===== src/rtl/burst_seq_pkg.sv =====
// burst_seq_pkg: shared state encoding for the burst address sequencer.
package burst_seq_pkg;
    typedef enum logic [1:0] {IDLE, RUN, GAP} burst_state_t;
endpackage


===== src/rtl/burst_addr_sequencer.sv =====
// burst_addr_sequencer: issues one incrementing address per beat of a burst and
// inserts a one-cycle bubble before non-first beats that land on a quadrant boundary.
module burst_addr_sequencer
    import burst_seq_pkg::*;
#(
    parameter int N     = 16,
    parameter int LEN_W = 8
) (
    input  logic             clk,
    input  logic             rstN,
    input  logic             cmd_valid,
    output logic             cmd_ready,
    input  logic [N-1:0]     cmd_start,
    input  logic [LEN_W-1:0] cmd_len,
    input  logic             cmd_split_en,
    input  logic             abort,
    output logic [N-1:0]     address,
    output logic             addr_valid,
    input  logic             addr_ready,
    input  logic             boundary_flag,
    output logic             seg_first,
    output logic             last,
    output logic             busy,
    output logic             done
);
    burst_state_t     state_q, state_d;
    logic [N-1:0]     addr_q, addr_d;
    logic [LEN_W-1:0] beats_q, beats_d;
    logic             split_q, split_d, first_q, first_d, done_q, done_d;
    logic             bubble, hs;

    always_comb begin
        bubble     = state_q == RUN && split_q && boundary_flag && !first_q;
        addr_valid = (state_q == RUN && !bubble) || state_q == GAP;
        seg_first  = addr_valid && (state_q == GAP || first_q);
        last       = state_q != IDLE && beats_q == '0;
        busy       = state_q != IDLE;
        done       = done_q;
        cmd_ready  = state_q == IDLE && !abort;
        address    = addr_q;
        hs         = addr_valid && addr_ready;
    end

    always_comb begin
        state_d = state_q;
        addr_d  = addr_q;
        beats_d = beats_q;
        split_d = split_q;
        first_d = first_q;
        done_d  = 1'b0;
        if (state_q == IDLE) begin
            if (cmd_valid && cmd_ready) begin
                state_d = RUN;
                addr_d  = cmd_start;
                beats_d = cmd_len;
                split_d = cmd_split_en;
                first_d = 1'b1;
            end
        end else if (abort) begin
            state_d = IDLE;
        end else if (bubble) begin
            state_d = GAP;
        end else if (hs) begin
            if (last) begin
                state_d = IDLE;
                done_d  = 1'b1;
            end else begin
                state_d = RUN;
                addr_d  = addr_q + 1'b1;
                beats_d = beats_q - 1'b1;
                first_d = 1'b0;
            end
        end
    end

    always_ff @(posedge clk or negedge rstN) begin
        if (!rstN) begin
            state_q <= IDLE;
            addr_q  <= '0;
            beats_q <= '0;
            split_q <= 1'b0;
            first_q <= 1'b0;
            done_q  <= 1'b0;
        end else begin
            state_q <= state_d;
            addr_q  <= addr_d;
            beats_q <= beats_d;
            split_q <= split_d;
            first_q <= first_d;
            done_q  <= done_d;
        end
    end
endmodule


===== config.mk =====
export PLATFORM = sky130hd
export DESIGN_NAME = burst_addr_sequencer
export DESIGN_NICKNAME = d
export VERILOG_FILES = /design/src/rtl/burst_seq_pkg.sv /design/src/rtl/burst_addr_sequencer.sv
export SDC_FILE = /design/constraint.sdc
export NUM_CORES = 1
export LEC_CHECK = 0
export BUFFER_PORTS_ARGS = -buffer_cell sky130_fd_sc_hd__buf_2
export CORE_ASPECT_RATIO = 1.25
export CORE_MARGIN = 10
export CORE_UTILIZATION = 52
export DETAILED_ROUTE_END_ITERATION = 7
export PLACE_DENSITY = 0.8
export SETUP_SLACK_MARGIN = 0.3
export SYNTH_ARGS = -nofsm -noshare
export SYNTH_HDL_FRONTEND = slang
export SYNTH_SLANG_ARGS = --single-unit

===== constraint.sdc =====
create_clock -name clk -period 2 [get_ports clk]
set_input_delay 0.2 -clock clk [delete_from_list [all_inputs] [get_ports clk]]
set_output_delay 0.2 -clock clk [all_outputs]
set_load 0.1 [all_outputs]

After elaboration in Yosys (flattened, before gate mapping)
Index checks and enable logic that the tools add are counted.
{ "classes": {"n_eq_ne": 6, "add_sub_neg": 2, "mux": 29, "reduce_logical": 22} }
{ "ops": {"columns": ["cell", "n"], "rows": [
  ["$mux W16", 6],
  ["$mux W8", 6],
  ["$add A16 B1 Y16 const B", 1],
  ["$mux W1", 12],
  ["$mux W2", 5],
  ["$logic_and A1 B1 Y1", 9],
  ["$logic_not A8 Y1", 1],
  ["$ne A2 B1 Y1 const B", 4],
  ["$sub A8 B1 Y8 const B", 1],
  ["$reduce_and A5 Y1", 1],
  ["$reduce_and A2 Y1", 2],
  ["$reduce_bool A2 Y1", 2],
  ["$reduce_bool A4 Y1", 1],
  ["$logic_not A1 Y1", 3],
  ["$eq A2 B1 Y1 const B", 1],
  ["$eq A2 B2 Y1 const B", 1],
  ["$logic_not A2 Y1", 1],
  ["$logic_or A1 B1 Y1", 2]
]} }
{ "word_totals": {"wordCells": 65, "out_inout_bits": 22, "regBits": 29, "input_bits": 31} }

Logic depth before layout (Yosys ltp)
{ "logic_depth": {"word_depth": 12, "mapped_depth": 8, "ltp_nobuf": 6} }

Worst setup path before layout
Ideal clock, no wire load.
{ "synth_path": {"path_type": "register to register", "startpoint": "register state_q[1]", "endpoint": "register done_q, in the netlist done", "period_less_slack_ns": 3.058, "t_arrival_ns": 2.979, "setup_time_ns": 0.079, "path_slack_ns": -1.058, "required_time_ns": 1.921, "path_buffers": 0, "stages_incl_launch_ff": 4, "path_cell_list": "dfrtp_1 inv_1 o21ai_0 and3_1"} }
{ "synth_via": {"elab_chain_len": 12, "elab_cells_between_ends": 17} }
{ "synth_lines": {"columns": ["element", "line", "text"], "rows": [
  ["start: declaration", "burst_addr_sequencer.sv:26", "burst_state_t state_q, state_d;"],
  ["start signal: assignment", "burst_addr_sequencer.sv:85", "state_q <= state_d;"],
  ["$eq A2 B1 Y1", "burst_addr_sequencer.sv:33, burst_addr_sequencer.sv:34", null],
  ["$logic_and A1 B1 Y1 (3 in series)", "burst_addr_sequencer.sv:33", "bubble = state_q == RUN && split_q && boundary_flag && !first_q;"],
  ["$logic_not A1 Y1", "burst_addr_sequencer.sv:34", "addr_valid = (state_q == RUN && !bubble) || state_q == GAP;"],
  ["$logic_and A1 B1 Y1", "burst_addr_sequencer.sv:34", null],
  ["$logic_or A1 B1 Y1 (*)", "burst_addr_sequencer.sv:34", null],
  ["net addr_valid", "burst_addr_sequencer.sv:18", "output logic addr_valid,"],
  ["$logic_and A1 B1 Y1 (*)", "burst_addr_sequencer.sv:41", "hs = addr_valid && addr_ready;"],
  ["$mux W1 (*)", "burst_addr_sequencer.sv:63", "end else if (hs) begin"],
  ["$mux W1 (*)", "burst_addr_sequencer.sv:61", "end else if (bubble) begin"],
  ["$mux W1 (*)", "burst_addr_sequencer.sv:59", "end else if (abort) begin"],
  ["$mux W1 (*)", "burst_addr_sequencer.sv:51", "if (state_q == IDLE) begin"],
  ["net done_d", "burst_addr_sequencer.sv:29", "logic split_q, split_d, first_q, first_d, done_q, done_d;"],
  ["end signal: assignment", "burst_addr_sequencer.sv:90", "done_q <= done_d;"],
  ["end: declaration", "burst_addr_sequencer.sv:29", null]
]} }
The timed path passes the listed nets; every way through them passes the cells marked *.
A chain may end at the register's enable or synchronous reset.

Worst setup path after layout
{ "layout_path": {"startpoint": "register beats_q[0]", "endpoint": "output last"} }
{ "layout_via": {"elab_chain_len": 2} }
{ "layout_lines": {"columns": ["element", "line", "text"], "rows": [
  ["start: declaration", "burst_addr_sequencer.sv:28", "logic [LEN_W-1:0] beats_q, beats_d;"],
  ["start signal: assignment", "burst_addr_sequencer.sv:87", "beats_q <= beats_d;"],
  ["$logic_not A8 Y1", "burst_addr_sequencer.sv:36", "last = state_q != IDLE && beats_q == '0;"],
  ["$logic_and A1 B1 Y1", "burst_addr_sequencer.sv:36", null],
  ["end: declaration", "burst_addr_sequencer.sv:22", "output logic last,"]
]} }
No other way between the ends.

==> qor.yml <==
rsz0062_at_grt: "true"
dp_hpwl_um: 3703
endpoint_kind: "primary output"
slew_viol_final: 0
synth_fp_nets: 248
worstMarginPinSlew_ns: 0.6626
htreeDepth: 2
async_reset_ff_share_pct: 100.0
startpoint_type: "flop"
fin_util_pct: 81.25
p_leak_nw: 1.194
syn_area_um2: 1887
powerDensity_nw_per_um2: 1575
drt_iter0_markers: 210
worstPathArrival_ns: 1.83
drt_first_pass_iters: 4
antenna_cells: 0
gr-total-overflow: 0
synth-edff-count: 0
crit_chain: "inv_2 > ha_1 > or3b_4 > nor4_4 > buf_6 > buf_12"
rrSetupSlack_ns: 0.02
detail_route.wl_per_cell_um: 20.23
core_um2: 3483
min_period_ns: 2.033
antenna_found_initial: 0
cts_tree: "done"
finClkSkew_ns: 0.004503
initial_core_util_pct: 54.17
critPathKind: "reg2out"
ys_seq_area_share_pct: 38.46
via_per_inst: 6.334
clock_path_buffers: 2
finalNetCount: 320
vias: 2065
yosysTopAreaCellShare_pct: 38.46
insertion_delay_ns: 0.29
finalHoldViolCount: 0
drc: 0
path_clk_slew_ns: 0.06
ys_warn_count: 0
cp_max_fo: 2
cp_slowest_cell: "or3b_4"
crit_required_ns: 1.80
maxSlewHeadroom_pct: 55.83
grt_max_degree: 30
die_y_um: 87.35
synthFlopType: "dfrtp_1"
ir_drop_uv: 1427
ys_ff_latch: 29
drive_gt1_share_pct: 51.57
synth.distinct_cells: 45
grt_pass1_vias: 2130
maxCapViolations: 0
synth_area_leader_cell: "dfrtp_1"
syn_avg_cell_area_um2: 8.817
finalWorstSetupSlack_ns: -0.03300
fin_crit_sh_pct: 101.7
cts_root_buf: "clkbuf_8"
cp_top_family: "simple AND/OR/NAND/NOR gates"
ios: 53
dieArea_um2: 6453
hold_slack_ns: 0.1220
critPathMaxStageDelay_ns: 0.40
ant_nets: 0
floorplan.rows: 24
ys_top_cells_by_area: "dfrtp_1 (38%), a2bb2oi_1 (5.1%), nor3_1 (3.7%)"
io_buffers: 52
routed_wl_um: 6594
violations: "negative setup slack"
hp-class: "in2reg"
area_growth_pct: 50.00
status: "complete, but fails checks"
grtUsageTotal_pct: 19.03
max_freq_mhz: 491.9
numCtsBuffers: 5
worst-path-buf-inv: 3
die_w_um: 73.88
cts.sinks: 29
gp_congestion: 0.8749
grt_pass1_wl_um: 9970
synthCells: 214
final-setup-viol-count: 1
## cells by family after synthesis
kind of cell | Yosys count | synth area share (%)
adders and majority gates | 3 | 1.990
muxes | 4 | 2.255
DFF | 29 | 38.46
AOI/OAI and AO/OA | 73 | 26.13
buffers and inverters | 25 | 7.029
and+or+nand+nor | 80 | 24.14
## layout make-up
| class | instances | area, um^2 |
|---|---|---|
| multi-input cells | 160 | 1187 |
| well taps | 39 | 48.80 |
| clock inverters | 1 | 5.005 |
| clock buffers | 7 | 96.34 |
| fillers | 214 | 653.1 |
| repair buffers | 83 | 668.1 |
| repair inverters | 1 | 8.758 |
| flip-flops and latches | 29 | 767.0 |
| inverters | 6 | 48.80 |
## worst register-to-register path, delay by kind of cell, from the launching register on
| kind | cells | cell delay [ns] |
|---|---|---|
| compound gates | 1 | 0.22 |
| fa+ha+maj | 1 | 0.15 |
| buf+inv | 4 | 0.44 |
| flops | 1 | 0.39 |
| simple gates | 3 | 0.66 |
## flip-flops by register name (all words and copies together), names as in the netlist
signal / cells
state_q: 2
beats_q: 8
address: 16
first_q: 1
split_q: 1
done: 1
## stage by stage
| stage | instance area (um^2) | instances | total power, mW | setup WS [ns] | TNS [ns] |
|---|---|---|---|---|---|
| floorplan | 1979 | 214 | 3.097 | 0.1951 | 0 |
| CTS | 2606 | 320 | 4.244 | -0.03490 | -0.09260 |
| global placement | 2268 | 295 | 3.512 | 0.1380 | 0 |
| finish | 2830 | 326 | 4.459 | -0.03300 | -0.03300 |
| global route | 2830 | 326 | 4.657 | -0.09070 | -0.1770 |
| detailed placement | 2268 | 295 | 3.548 | 0.06954 | 0 |
## synthesized netlist by cell type, types with 6 or more instances
| master | count |
|---|---|
| o21ai_1 | 6 |
| a31oi_1 | 6 |
| and3_1 | 6 |
| a2bb2oi_1 | 11 |
| nor3_1 | 14 |
| nor2_1 | 16 |
| o21ai_0 | 11 |
| nand2_1 | 9 |
| a21oi_1 | 12 |
| dfrtp_1 | 29 |
## worst paths after layout
path | start | end | depth (start not counted)
max | beats_q[0] | last | 6
min | cmd_split_en | split_q | 2
max reg2reg | beats_q[0] | address[0] | 9
min reg2reg | split_q | split_q | 1
max in group asynchronous | rstN | address[2] | 2
min in group asynchronous | rstN | address[10] | 2
## power by group
part	leakage [nW]	internal (mW)	total [mW]	switching [mW]
clock	0.0542	0.310	0.539	0.229
sequential	0.321	0.891	1.23	0.335
combinational	0.818	0.741	2.69	1.95
## what timing repair did
item | in CTS | in global routing
gates cloned | 3 | 1
resized for setup | 13 | 37
pin swaps | 3 | 13
hold endpoints to repair | 29 | 0
hold buffers | 1 | 0
setup buffers | 13 | 5
endpoints found under the setup margin | 33 | 31
## layout by cell type (no fill, tap or decap), types with 7 or more instances in the layout
| cell type | n |
|---|---|
| buf_2 | 48 |
| nor3_1 | 8 |
| a2bb2oi_1 | 10 |
| dfrtp_2 | 9 |
| nand2_1 | 8 |
| dfrtp_1 | 12 |
| o21ai_2 | 11 |
| nor2_1 | 15 |
| buf_4 | 19 |
| clkbuf_8 | 7 |
| a21oi_1 | 11 |
| dfrtp_4 | 8 |
## metal layers
layer  up-vias  global-route usage, %  part of all wire, %
li1        964                      -                    -
met1      1006                  21.32                   39
met2        80                  31.37                   52
met3        15                  5.936                  7.1
met4         0                  9.508                  2.3
met5         -                      0                    0
Note: power is estimated with default switching activity, not from simulation.
